[src/rtl/painter_row_sequencer_pkg.sv]
// Shared definitions for the painter row sequencer: FSM state encodings,
// row geometry and the painter latency ceiling.
package painter_row_sequencer_pkg;

   typedef enum logic [1:0] {
      ST_IDLE    = 2'd0,
      ST_ISSUE   = 2'd1,
      ST_DRAIN   = 2'd2,
      ST_ADVANCE = 2'd3
   } state_t;

   localparam int ROW_LEN   = 64;
   localparam int COORD_W   = 6;
   localparam int MAX_DELAY = 15;

   localparam logic [COORD_W-1:0] LAST_COL = COORD_W'(ROW_LEN - 1);

   // True on the final column (also the final row index).
   function automatic logic is_last(input logic [COORD_W-1:0] i_v);
      return (i_v == LAST_COL);
   endfunction

endpackage

[src/rtl/painter_row_sequencer_valid_delay_line.sv]
// Fixed-depth shift register carrying {valid, addr} alongside the painter
// pipeline so each rgb24 result is tagged with its column address.
module valid_delay_line #(
   parameter int WIDTH = 7,
   parameter int DEPTH = 3
) (
   input  logic             i_clk,
   input  logic             i_reset,
   input  logic [WIDTH-1:0] i_data,
   output logic [WIDTH-1:0] o_data
);

   logic [WIDTH-1:0] r_stage [DEPTH];

   // Shift one stage per clock; reset flushes every stage.
   always_ff @(posedge i_clk) begin
      if (i_reset) begin
         // NOTE: every stage is cleared so an aborted row cannot leak a stale
         // valid out of the pipe after reset.
         for (int i = 0; i < DEPTH; i++) r_stage[i] <= '0;
      end else begin
         r_stage[0] <= i_data;
         for (int i = 1; i < DEPTH; i++) r_stage[i] <= r_stage[i-1];
      end
   end

   assign o_data = r_stage[DEPTH-1];

endmodule

[src/rtl/painter_row_sequencer.sv]
// Row sequencer for a painter24-style pixel pipeline. Issues x = 0..63 for
// one row, tags each pixel with a valid delayed by the painter latency, and
// only advances y/subframe/frame once the row has fully drained.
// Optional feature: define FRAME_FREEZE_EN to add i_freeze, which holds the
// frame counter (and suppresses frame_tick) at a subframe wrap.
module painter_row_sequencer
   import painter_row_sequencer_pkg::*;
#(
   parameter int FRAME_BITS = 16,
   parameter int SUBFRAMES  = 256,
   parameter int DELAY      = 3
) (
   input  logic                  i_clk,
   input  logic                  i_reset,
   input  logic                  i_row_req,
`ifdef FRAME_FREEZE_EN
   input  logic                  i_freeze,
`endif
   output logic                  o_row_ack,
   output logic [5:0]            o_row_y,
   output logic [5:0]            o_x,
   output logic [5:0]            o_y,
   output logic [FRAME_BITS-1:0] o_frame,
   output logic [7:0]            o_subframe,
   output logic                  o_wr_en,
   output logic [5:0]            o_wr_addr,
   output logic                  o_frame_tick
);

   localparam logic [7:0] SUB_LAST = 8'(SUBFRAMES - 1);

   state_t                  r_state;
   state_t                  w_next_state;
   logic [COORD_W-1:0]      r_x;
   logic [COORD_W-1:0]      r_y;
   logic [FRAME_BITS-1:0]   r_frame;
   logic [7:0]              r_subframe;

   logic                    w_issue_valid;
   logic                    w_freeze;
   logic                    w_row_wrap;
   logic                    w_sub_wrap;
   logic                    w_frame_adv;
   logic [COORD_W:0]        w_dl_in;
   logic [COORD_W:0]        w_dl_out;

`ifdef FRAME_FREEZE_EN
   assign w_freeze = i_freeze;
`else
   assign w_freeze = 1'b0;
`endif

   // State register.
   always_ff @(posedge i_clk) begin
      // NOTE: sequential state uses non-blocking assignment so every register
      // samples pre-edge values regardless of statement order.
      if (i_reset) r_state <= ST_IDLE;
      else         r_state <= w_next_state;
   end

   // Next-state and issue-valid decode.
   always_comb begin
      // NOTE: defaults first so no path leaves a signal unassigned (no latch).
      w_next_state  = r_state;
      w_issue_valid = 1'b0;
      case (r_state)
         ST_IDLE: begin
            if (i_row_req) w_next_state = ST_ISSUE;
         end
         ST_ISSUE: begin
            w_issue_valid = 1'b1;
            if (is_last(r_x)) w_next_state = ST_DRAIN;
         end
         ST_DRAIN: begin
            // Leave once the tagged result for the last column is emerging.
            if (w_dl_out[COORD_W] && is_last(w_dl_out[COORD_W-1:0]))
               w_next_state = ST_ADVANCE;
         end
         ST_ADVANCE: begin
            w_next_state = ST_IDLE;
         end
         default: w_next_state = ST_IDLE;
      endcase
   end

   assign w_row_wrap  = is_last(r_y);
   assign w_sub_wrap  = w_row_wrap && (r_subframe == SUB_LAST);
   assign w_frame_adv = (r_state == ST_ADVANCE) && w_sub_wrap && !w_freeze;

   // Column sweep and row/subframe/frame counters; painter inputs only move
   // between rows so in-flight pixels see stable values.
   always_ff @(posedge i_clk) begin
      if (i_reset) begin
         r_x        <= '0;
         r_y        <= '0;
         r_subframe <= '0;
         r_frame    <= '0;
      end else begin
         case (r_state)
            ST_IDLE: r_x <= '0;
            ST_ISSUE: begin
               if (!is_last(r_x)) r_x <= r_x + 6'd1;
            end
            ST_ADVANCE: begin
               r_x <= '0;
               r_y <= r_y + 6'd1;
               if (w_row_wrap) begin
                  r_subframe <= w_sub_wrap ? 8'd0 : r_subframe + 8'd1;
               end
               if (w_frame_adv) r_frame <= r_frame + FRAME_BITS'(1);
            end
            default: ;
         endcase
      end
   end

   assign w_dl_in = {w_issue_valid, r_x};

   valid_delay_line #(
      .WIDTH (COORD_W + 1),
      .DEPTH (DELAY)
   ) u_delay (
      .i_clk   (i_clk),
      .i_reset (i_reset),
      .i_data  (w_dl_in),
      .o_data  (w_dl_out)
   );

   assign o_x          = r_x;
   assign o_y          = r_y;
   assign o_row_y      = r_y;
   assign o_frame      = r_frame;
   assign o_subframe   = r_subframe;
   assign o_wr_en      = w_dl_out[COORD_W];
   assign o_wr_addr    = w_dl_out[COORD_W-1:0];
   assign o_row_ack    = (r_state == ST_ADVANCE);
   assign o_frame_tick = w_frame_adv;

endmodule

[config.mk]
export PLATFORM = sky130hd
export DESIGN_NAME = painter_row_sequencer
export DESIGN_NICKNAME = d
export VERILOG_FILES = /design/src/rtl/painter_row_sequencer_pkg.sv /design/src/rtl/painter_row_sequencer_valid_delay_line.sv /design/src/rtl/painter_row_sequencer.sv
export SDC_FILE = /design/constraint.sdc
export NUM_CORES = 1
export LEC_CHECK = 0
export BUFFER_PORTS_ARGS = -buffer_cell sky130_fd_sc_hd__buf_4
export CAP_MARGIN = 20
export CELL_PAD_IN_SITES_DETAIL_PLACEMENT = 1
export CELL_PAD_IN_SITES_GLOBAL_PLACEMENT = 2
export CORE_MARGIN = 1.5
export CORE_UTILIZATION = 32
export CTS_CLUSTER_DIAMETER = 60
export DETAILED_ROUTE_END_ITERATION = 8
export GPL_TIMING_DRIVEN = 0
export HOLD_SLACK_MARGIN = 0.12
export PLACE_DENSITY_LB_ADDON = 0.1
export SLEW_MARGIN = 40
export SYNTH_ARGS = -nofsm -noshare
export SYNTH_HDL_FRONTEND = slang
export SYNTH_SLANG_ARGS = --single-unit
[constraint.sdc]
create_clock -name i_clk -period 3.2 [get_ports i_clk]
set_clock_uncertainty 0.05 [all_clocks]
set_input_delay 0.64 -clock i_clk [delete_from_list [all_inputs] [get_ports i_clk]]
set_output_delay 0.64 -clock i_clk [all_outputs]
set_load 0.005 [all_outputs]
* Yosys cells after proc, flatten, opt, wreduce, memory -nomap -nowiden
Memories as Yosys holds them, arrays and structs flattened.
Index checks and enable logic that the tools add are counted.
** Storage, ports and cells
- Bits in registers :: 38
- Memories kept :: 1
- RAM bits :: 21
- Word-level logic and storage cells :: 48
** Memory list
- u_delay.r_stage :: depth 3, width 7, read ports 3, clocked after memory_dff 0, wr ports 3, line painter_row_sequencer_valid_delay_line.sv:13 : logic [WIDTH-1:0] r_stage [DEPTH];
** Operators by class
- Bitwise gates (word level) :: 3
- Add/subtract/negate cells :: 4
- Reduce and logical (&&, ||, !) cells :: 10
- Mux-type cells :: 14
- Equal/unequal tests :: 11
** Operators by type and width (count)
- two-way mux 7 bit :: 3
- equality test 6 bit, second input constant :: 3
- adder 16 x 1 -> 16 bit, second input constant :: 1
- adder 6 x 1 -> 6 bit, second input constant :: 2
- one-hot mux 6 bit (2 select lines) :: 1
- adder 8 x 1 -> 8 bit, second input constant :: 1
- equality test 8 bit, second input constant :: 1
- two-way mux 8 bit :: 1
- inequality test 2 bit, second input constant :: 4
- one-hot mux 2 bit (4 select lines) :: 1
- two-way mux 2 bit :: 3
- two-way mux 6 bit :: 1
- AND reduction 2 bit :: 3
- equality test 2 bit, second input constant :: 2
- two-way mux 1 bit :: 4
- logical AND 1 bit :: 3
- bitwise OR 1 bit :: 3
- AND reduction 3 bit :: 1
- equality test 2 x 1 -> 1 bit, second input constant :: 1
- logical NOT 2 bit :: 1
- nonzero test 2 bit :: 1
- OR reduction 2 bit :: 1

* Longest topological paths before layout
Gate-level depths: netlist (run 1).
An unclocked memory read counts as a cell.
- Depth after elaboration :: 5
- Mapped depth :: 8

* Hierarchy
Synthesis (run 1) repeated with hierarchy kept, for this count alone.
** Unflattened totals
- Cell total of the unflattened synthesis :: 287
- Area, all modules :: 2682.6 um2
** Modules (own cells, without submodules)
- painter_row_sequencer :: cells an instance 236, seq. area each 760.7 um2, times used 1, area an instance 2005.7 um2
- valid_delay_line :: cells an instance 51, seq. area each 420.4 um2, times used 1, area an instance 676.9 um2

* Worst setup path before layout (run 1)
OpenSTA, ideal clock, no wires.
- Path type :: reg-to-output
- Start point :: register r_state[0]
- End point :: output o_frame_tick
- Stages on the path, launching flop included :: 5
- Data arrival time :: 1.653 ns
- Setup slack :: 0.857 ns
- Cells stage by stage :: dfxtp_1 -> ha_1 -> nand4_1 -> clkbuf_1 -> nor4_2
** On the way
- Longest elaborated chain between the ends :: 2
** RTL lines
- start, declared :: line painter_row_sequencer.sv:32 : state_t r_state;
- start signal, assigned :: line painter_row_sequencer.sv:58 : else r_state <= w_next_state;
- equality test 2 bit
- net o_row_ack :: line painter_row_sequencer.sv:19 : output logic o_row_ack,
- logical AND 1 bit :: line painter_row_sequencer.sv:88 : assign w_frame_adv = (r_state == ST_ADVANCE) && w_sub_wrap && !w_freeze;
- end, declared :: line painter_row_sequencer.sv:27 : output logic o_frame_tick
The timed path passes the listed nets, and every way through them passes these cells.

* Final worst setup path (run 1)
- Start point :: register r_state[0]
- End point :: output o_frame_tick
** On the way
- Longest elaborated chain between the ends :: 2
** RTL lines (line)
- equality test 2 bit :: painter_row_sequencer.sv:88
- logical AND 1 bit :: painter_row_sequencer.sv:88
Every way passes these cells.

==> flow_summary.json, run 1 <==
{
  "synth_flop_cell": "dfxtp_1",
  "critPathRequiredTime_ns": 2.51,
  "ys_seq_area_frac": 0.4621,
  "grtUsageTotal": 0.1619,
  "path_buf_inv": 2,
  "start_kind": "flip-flop",
  "finalSetupViolCount": 0,
  "dieHeight_um": 92.38,
  "clock-sinks": 59,
  "ys_warn_count": 0,
  "period_minus_slack_ns": 2.739,
  "ir_worst_vdd_mv": 0.2585,
  "slew_headroom": 0.6394,
  "finalHoldViolations": 0,
  "critPathKind": "flip-flop to output pin",
  "mostFrequentLayoutCells": "buf_4, dfxtp_1, a21oi_1, nor2b_1, nor2_1",
  "synth_cell_types": 34,
  "p_int_mw": 1.326,
  "clk_pin_slew_worst_paths_ns": 0.07,
  "drc": 0,
  "timing.rr.end": "o_frame[15]",
  "gp_congestion": 0.7195,
  "drv_slew": 0,
  "cap_violations": 0,
  "slowest_delay_ns": 0.39,
  "finalSetupTns_ns": 0,
  "clockBufferDepth": 2,
  "r2r.worst_path.cells": 8,
  "grt_max_degree": 11,
  "power_frac_seq": 0.439,
  "areaGrowthSynthToFinish_pct": 30.69,
  "crit_family": "simple AND/OR/NAND/NOR gates",
  "tightest_slew_ns": 0.5408,
  "finalWirelength_um": 6455,
  "path_cells": "ha_1, nand4_1, clkbuf_1, nor4_4, buf_4",
  "io_buffers": 53,
  "status": "finished clean",
  "synth_nets": 292,
  "die_area_um2": 8533,
  "ant_nets": 0,
  "critical_path.slowest_cell": "nor4_4",
  "cts_resized": 0,
  "whs_endpoint": "u_delay.r_stage[0][11]",
  "crit_path_end_kind": "output pin",
  "hold_path_depth": 1,
  "synth_top_area_frac": 0.4621,
  "hold_path.class": "flip-flop to flip-flop",
  "ys_ff_latch": 59,
  "layoutNonFillerInstCount": 455,
  "hpwlAfterDp_um": 4499,
  "synthTopCellsByArea": "dfxtp_1, nor2b_1, a21oi_1",
  "clock.fmax_mhz": 365.1,
  "synth-async-reset-ratio": 0,
  "via_per_inst": 4.987,
  "comb_power_share": 0.117,
  "die_w_um": 92.38,
  "antenna_found_initial": 0,
  "dp.cells": 436,
  "diodes": 0,
  "switching_share": 0.2543,
  "critPathMaxFanout": 10,
  "row_count": 32,
  "cts_tree": "yes",
  "first_global_vias": 2246,
  "rsz0062_at_grt": "false",
  "overflow": 0,
  "finalPower_mw": 1.777,
  "syn_area_um2": 2556,
  "rr_startpoint": "r_state[0]",
  "clk_latency_ns": 0.34,
  "hp-start": "u_delay.r_stage[0][4]",
  "p_clk_frac": 0.444,
  "layout-drive-gt1-share": 0.2550,
  "start_util": 0.3308,
  "root_buffer": "clkbuf_8",
  "pwr_density_cell_nw_per_um2": 532.1,
  "p_switching_mw": 0.4519,
  "wire_per_inst_um": 14.19,
  "postSynthAreaPerCell_um2": 9.097,
  "grt_pass1_wl_um": 10930,
  "synth_edf_count": 0,
  "htree_num_levels": 3,
  "whs_ns": 0.3873,
  "syn_inst": 281,
  "post-route-period-util": 0.8560,
  "p_leak_nw": 1.290,
  "drt_iter0_markers": 35,
  "layout_commonest_cell": "buf_4",
  "nets": 359,
  "cts_made_buffers": 9,
  "synth_top_area_cell": "dfxtp_1",
  "cp_num_cells": 5,
  "core-area_um2": 7727,
  "r2r_slack_ns": 0.62,
  "io_pins": 54,
  "cp_data_arrival_time_ns": 2.05,
  "dr.pass1.iters": 4,
  "num_vias": 2269
}
-- cells by family after synthesis --
logic type | after synthesis | share of synthesized area
muxes | 2 | 0.007832
xor gates and xnor gates | 13 | 0.04454
DFF | 59 | 0.4621
buffers and inverters | 33 | 0.06951
and+or+nand+nor | 116 | 0.2594
adders and majority gates | 8 | 0.03916
AOI/OAI and AO/OA | 50 | 0.1175
-- cell usage after synthesis (2+ instances only) --
cell type / count
a21oi_1: 23
and4_1: 2
buf_4: 12
clkbuf_1: 12
dfxtp_1: 59
ha_1: 8
inv_1: 7
mux2i_1: 2
nand2_1: 14
nand2b_1: 3
nand3_1: 12
nand4_1: 11
nor2_1: 16
nor2b_1: 22
nor3_1: 8
nor4_1: 4
o21a_1: 2
o21ai_0: 8
o31ai_1: 14
or2_2: 2
or3_1: 3
or4_1: 14
xnor2_1: 10
xor2_1: 3
-- through the flow --
stage / setup slack, ns / cell area (µm²) / utilization
final: 0.4608 / 3341 / 0.4323
after floorplan: 0.8569 / 2556 / -
after CTS: 0.1272 / 3318 / 0.4294
after global placement: 0.2374 / 3082 / 0.3988
after global routing: 0.2072 / 3341 / 0.4323
after detailed placement: 0.5035 / 3090 / 0.3999
-- routing by layer --
| metal | vias up | part of all wire | global-route usage |
|---|---|---|---|
| li1 | 1130 | - | - |
| met1 | 1077 | 0.49 | 0.2153 |
| met2 | 52 | 0.44 | 0.2469 |
| met3 | 10 | 0.052 | 0.04187 |
| met4 | 0 | 0.016 | 0.06923 |
| met5 | - | 0 | 0 |
-- worst max-delay path by stage --
stage	from	endpoint	slack, ns
4_1_cts	r_state[0]	o_frame_tick	0.13
3_3_place_gp	r_state[0]	o_frame_tick	0.24
5_1_grt	r_state[1]	o_frame_tick	0.21
3_5_place_dp	r_state[0]	o_frame_tick	0.50
2_1_floorplan	r_state[0]	o_frame_tick	0.86
6_report	r_state[0]	o_frame_tick	0.46
-- what timing repair did --
item | CTS | global route
buffers inserted | 0 | 3
setup endpoints to repair | 0 | 1
hold buffers | 0 | 0
-- worst reg2reg max path, cell delays in order, from the launching register on --
cell	delay (ns)
dfxtp_1	0.38
ha_1	0.33
nand4_1	0.16
or4_1	0.55
buf_2	0.19
buf_6	0.16
clkbuf_1	0.25
o31ai_1	0.31
a21oi_1	0.09
-- power groups by stage --
stage	clock network, mW	registers (mW)	logic, mW
finish	0.789	0.780	0.208
global route	0.847	0.785	0.236
CTS	0.810	0.780	0.207
detailed placement	0	0.797	0.203
global placement	0	0.797	0.201
floorplan	0	0.793	0.141
-- area by class of cell --
class | count | area, µm²
plain buffers | 26 | 151.4
clock buffers | 12 | 155.1
clock inverters | 4 | 72.57
fillers | 917 | 4387
inverters | 7 | 26.28
multi-input cells | 189 | 1206
flip-flops and latches | 59 | 1181
well taps | 102 | 127.6
repair buffers | 56 | 420.4
-- flip-flops by register name, summed over array words and instances (netlist names) --
name / count
u_delay.r_stage: 21
o_frame: 16
o_subframe: 8
o_row_y: 6
o_x: 6
r_state: 2
(Power assumes the default switching activity.)
==> run 2: changes to the inputs <==
GPL_TIMING_DRIVEN = not set   (was 0)
==> run 2 against run 1 <==
Compared with the run above:
- via count is 7.0% lower
- sequential cell count stayed put
- register-to-register slack worse by 0.13 ns
- total power is 5.8% lower
- sequential power hardly changed
- setup slack better by 0.033 ns
- critical path depth stayed put
- cell count is 5.9% lower
- largest power group is now sequential cells
- highest routed layer unchanged
==> flow_summary.json, run 2 (synthesis gave the netlist of run 1 again) <==
{
  "status": "finished clean",
  "largest_reg_flops": 21,
  "hp-start": "u_delay.r_stage[0][12]",
  "drt_iter0_markers": 67,
  "pwr_density_cell_nw_per_um2": 531.6,
  "ant_nets": 0,
  "clk_latency_ns": 0.34,
  "htree_num_levels": 3,
  "grt_pass1_wl_um": 9763,
  "nets": 332,
  "grtUsageTotal": 0.1455,
  "finalWirelength_um": 5798,
  "layout_commonest_cell": "dfxtp_1",
  "clk_pin_slew_worst_paths_ns": 0.08,
  "row_count": 32,
  "diodes": 0,
  "dr.pass1.iters": 4,
  "via_per_inst": 4.930,
  "antenna_found_initial": 0,
  "hold_path_depth": 1,
  "overflow": 0,
  "finalSetupViolCount": 0,
  "tightest_slew_ns": 0.7863,
  "die_w_um": 92.38,
  "whs_ns": 0.3887,
  "ir_worst_vdd_mv": 0.1771,
  "mostFrequentLayoutCells": "dfxtp_1, buf_4, a21oi_1, nor2b_1, nor2_1",
  "start_util": 0.3308,
  "first_global_vias": 2006,
  "finalSetupTns_ns": 0,
  "wire_per_inst_um": 13.55,
  "rsz0062_at_grt": "false",
  "core-area_um2": 7727,
  "clock-sinks": 59,
  "period_minus_slack_ns": 2.706,
  "cts_hold_buf": 0,
  "dieHeight_um": 92.38,
  "critPathRequiredTime_ns": 3.41,
  "cts_made_buffers": 9,
  "cp_data_arrival_time_ns": 2.92,
  "critPathMaxFanout": 26,
  "hpwlAfterDp_um": 3905,
  "gp_congestion": 0.7343,
  "p_leak_nw": 1.167,
  "rr_startpoint": "r_state[0]",
  "r2r.worst_path.cells": 5,
  "finalHoldViolations": 0,
  "crit_path_end_kind": "flip-flop",
  "cap_violations": 0,
  "areaGrowthSynthToFinish_pct": 23.25,
  "grt_max_degree": 61,
  "hold_path.class": "flip-flop to flip-flop",
  "postCtsSetupBuffers": 0,
  "drc": 0,
  "clockBufferDepth": 2,
  "cts_resized": 0,
  "top_register": "u_delay.r_stage",
  "drv_slew": 0,
  "post-route-period-util": 0.8455,
  "layout-drive-gt1-share": 0.2331,
  "root_buffer": "clkbuf_8",
  "die_area_um2": 8533,
  "num_vias": 2110,
  "start_kind": "flip-flop",
  "clock.fmax_mhz": 369.6,
  "io_pins": 54,
  "critPathLaunch": "r_state[0]",
  "slew_headroom": 0.4758,
  "final_util": 0.4077,
  "io_buffers": 53,
  "cts_tree": "yes",
  "critPathKind": "flip-flop to flip-flop"
}
==> run 2: cell count changes in the layout (fill, tap and decap cells not counted), moves of 2 or more <==
cell | previous run | this run
buf_4 | 68 | 55
clkbuf_8 | 11 | 9
clkbuf_1 | 13 | 0
inv_6 | 0 | 4
==> run 2: worst paths after layout <==
check	endpoint	slack, ns
setup / recovery	o_frame[7]	0.49
hold / removal	u_delay.r_stage[0][19]	0.39
setup reg to reg	o_frame[7]	0.49
hold reg to reg	u_delay.r_stage[0][19]	0.39
==> run 2: where the power goes <==
part | internal, mW | switching [mW]
clock network | 0.371 | 0.334
registers | 0.759 | 0.0209
logic | 0.0808 | 0.109
==> run 2: cell type report <==
cell class / instances / area, µm²
clock inverter: 7 / 81.33
multi-input combinational: 189 / 1197
clock buffer: 9 / 123.9
inverter: 7 / 26.28
sequential: 59 / 1181
fill: 904 / 4577
timing repair buffer: 55 / 412.9
tap: 102 / 127.6
==> run 2: critical path, cell delays in order, from the launching register on <==
cell,delay [ns]
dfxtp_1,0.39
ha_1,0.32
nand4_1,0.16
or4_1,0.93
or4_1,0.62
a21oi_1,0.16
==> run 2: per-stage QoR <==
stage | instance area (µm²) | std cells | setup WS (ns) | total power [mW]
final | 3151 | 428 | 0.4943 | 1.675
after global routing | 3151 | 428 | 0.2723 | 1.773
after CTS | 3151 | 428 | 0.4303 | 1.712
after detailed placement | 2945 | 412 | 0.4882 | 0.9894
after global placement | 2945 | 412 | 0.6083 | 0.9879
after floorplan | 2556 | 281 | 0.8569 | 0.9341
==> run 2: routing by layer <==
metal  GRT usage  part of all wire  vias to the layer above
met2      0.2181              0.44                       43
met5           0                 0                        -
met1      0.1960              0.50                      986
met4     0.05000             0.014                        0
met3     0.04598             0.045                       10
li1            -                 -                     1071
==> run 3: changes to the inputs <==
ABC_AREA = 1   (was not set)
CORE_UTILIZATION = 31   (was 32)
clock period = 2.7 ns   (was 3.2 ns; I/O delays follow)
==> run 3 against run 2 <==
Compared with the run above:
- synthesized cell count grew 34%
- die area increased by 12%
- register-to-register slack improved by 0.48 ns
- first-iteration DRC count is 51% lower
- largest power group is now clock
- utilization decreased by 1.1 points
- synthesized area grew 9.0%
==> flow_summary.json, run 3 <==
{
  "status": "finished clean",
  "pwr_density_cell_nw_per_um2": 651.7,
  "syn_area_um2": 2786,
  "layout-drive-gt1-share": 0.2238,
  "dieHeight_um": 97.81,
  "synth_top_area_frac": 0.4239,
  "mostFrequentLayoutCells": "nand2_1, nor2_1, dfxtp_1, buf_4, inv_1",
  "ant_nets": 0,
  "grt_max_degree": 29,
  "r2r_slack_ns": 0.97,
  "fillerInstances": 1094,
  "gp_congestion": 0.7602,
  "areaGrowthSynthToFinish_pct": 24.29,
  "clock-sinks": 59,
  "synth_cell_types": 34,
  "synth_flop_cell": "dfxtp_1",
  "synth.most_common_cell": "nand2_1",
  "layout_commonest_cell": "nand2_1",
  "synth_top_area_cell": "dfxtp_1",
  "root_buffer": "clkbuf_8",
  "overflow": 0,
  "dr.pass1.iters": 4,
  "cts_made_buffers": 9,
  "hold_path.class": "flip-flop to flip-flop",
  "io_buffers": 53,
  "top_register": "u_delay.r_stage",
  "synth_common_cells": "nand2_1, dfxtp_1, nor2_1, inv_1, a21oi_1",
  "num_vias": 2438,
  "cp_data_arrival_time_ns": 1.75,
  "diodes": 0,
  "htree_num_levels": 3,
  "finalSetupViolCount": 0,
  "finalHoldViolations": 0,
  "synth_nets": 388,
  "p_leak_nw": 1.449,
  "first_global_vias": 2469,
  "die_w_um": 97.81,
  "slowest_delay_ns": 0.40,
  "synthTopCellsByArea": "dfxtp_1, nand2_1, nor2_1",
  "layoutNonFillerInstCount": 537,
  "path_cells": "ha_1, nand3_1, nor2_4, inv_1, nor2_2, nand2_2, inv_2, buf_4",
  "nets": 435,
  "drt_iter0_markers": 33,
  "ys_seq_area_frac": 0.4239,
  "start_kind": "flip-flop",
  "antenna_found_initial": 0,
  "rsz0062_at_grt": "false",
  "critical_path.slowest_cell": "dfxtp_1",
  "synth_edf_count": 0,
  "tightest_slew_ns": 0.3710,
  "dp.cells": 521,
  "critPathMaxFanout": 5,
  "largest_reg_flops": 21,
  "wire_per_inst_um": 12.69,
  "critPathKind": "flip-flop to output pin",
  "ys_ff_latch": 59,
  "start_util": 0.3195,
  "timing.rr.end": "o_frame[4]",
  "multi_input_area_um2": 1281,
  "whs_ns": 0.3487,
  "syn_inst": 377,
  "cap_violations": 0,
  "rr_startpoint": "o_subframe[0]",
  "core-area_um2": 8721,
  "crit_path_end_kind": "output pin",
  "io_pins": 54,
  "cts_resized": 0,
  "synth-async-reset-ratio": 0,
  "finalSetupTns_ns": 0,
  "r2r.worst_path.cells": 7,
  "postSynthAreaPerCell_um2": 7.391,
  "clock.fmax_mhz": 426.9,
  "finalWirelength_um": 6816,
  "postCtsSetupBuffers": 0,
  "post-route-period-util": 0.8676,
  "grtUsageTotal": 0.1513,
  "grt_pass1_wl_um": 11670,
  "drc": 0,
  "hpwlAfterDp_um": 5155,
  "period_minus_slack_ns": 2.342,
  "drv_slew": 0,
  "critPathRequiredTime_ns": 2.11,
  "ys_warn_count": 0,
  "cts_tree": "yes",
  "via_per_inst": 4.540,
  "die_area_um2": 9566,
  "clk_latency_ns": 0.33,
  "ir_worst_vdd_mv": 0.2692,
  "cts_hold_buf": 0,
  "row_count": 34,
  "slew_headroom": 0.7524,
  "hold_path_depth": 2,
  "regArea_um2": 1181,
  "hp-start": "u_delay.r_stage[0][7]",
  "whs_endpoint": "u_delay.r_stage[0][14]",
  "clk_pin_slew_worst_paths_ns": 0.08,
  "clockBufferDepth": 2,
  "final_util": 0.3971
}
==> run 3: cell types whose count changed after synthesis, moves of 7 or more <==
cell,delta
nor2_1,+43
nand3_1,+9
or4_1,-14
inv_1,+42
nor2b_1,-22
o31ai_1,-13
clkbuf_1,-7
nand2_1,+61
==> run 3: metal layers <==
metal  share of wire  wire length, µm  GRT usage  up-vias
li1                -                -          -     1260
met2            0.45             3091     0.2479       42
met1            0.50             3392     0.1980     1131
met5               0                0          0        -
met4           0.011               73    0.04945        0
met3           0.038              258    0.03436        5
==> run 3: worst max path at each step <==
stage,start,end,cells after the start
after floorplan,r_state[1],o_frame_tick,8
after global placement,o_subframe[0],o_frame_tick,8
after detailed placement,o_subframe[0],o_frame_tick,8
after CTS,o_subframe[0],o_frame_tick,8
after global routing,o_subframe[0],o_frame_tick,8
final,o_subframe[0],o_frame_tick,8
==> run 3: kinds of logic after synthesis <==
kind of cell,count (synthesis),share of synthesized area
fa+ha+maj,8,0.03592
xor+xnor,11,0.03457
buf+inv,73,0.1163
flops,59,0.4239
simple gates,188,0.3166
compound gates,38,0.07274
==> run 3: cell type report <==
cell class / instances / area share
Clock inverter: 7 / 0.03613
Clock buffer: 9 / 0.03577
Multi-Input combinational cell: 245 / 0.3699
Tap cell: 108 / 0.03902
Inverter: 54 / 0.05889
Sequential cell: 59 / 0.3410
Timing Repair Buffer: 55 / 0.1192
==> run 3: critical path, delay by kind of cell, from the launching register on <==
family	cells	cell delay, ns
buf+inv	3	0.27
flops	1	0.40
simple gates	4	0.53
fa+ha+maj	1	0.23
==> run 3: metrics by stage <==
step	cell area [µm²]	total power, mW	setup WS, ns
2_1_floorplan	2786	1.172	0.8767
3_3_place_gp	3214	1.261	0.7495
3_5_place_dp	3214	1.265	0.7046
4_1_cts	3463	2.298	0.3241
5_1_grt	3463	2.374	0.1720
6_report	3463	2.257	0.3576
==> run 3: where the power goes <==
part	switching (mW)	leakage, nW	internal, mW
registers	0.0263	0.476	0.904
logic	0.201	0.849	0.109
clock network	0.396	0.124	0.621
total	0.623	1.45	1.63
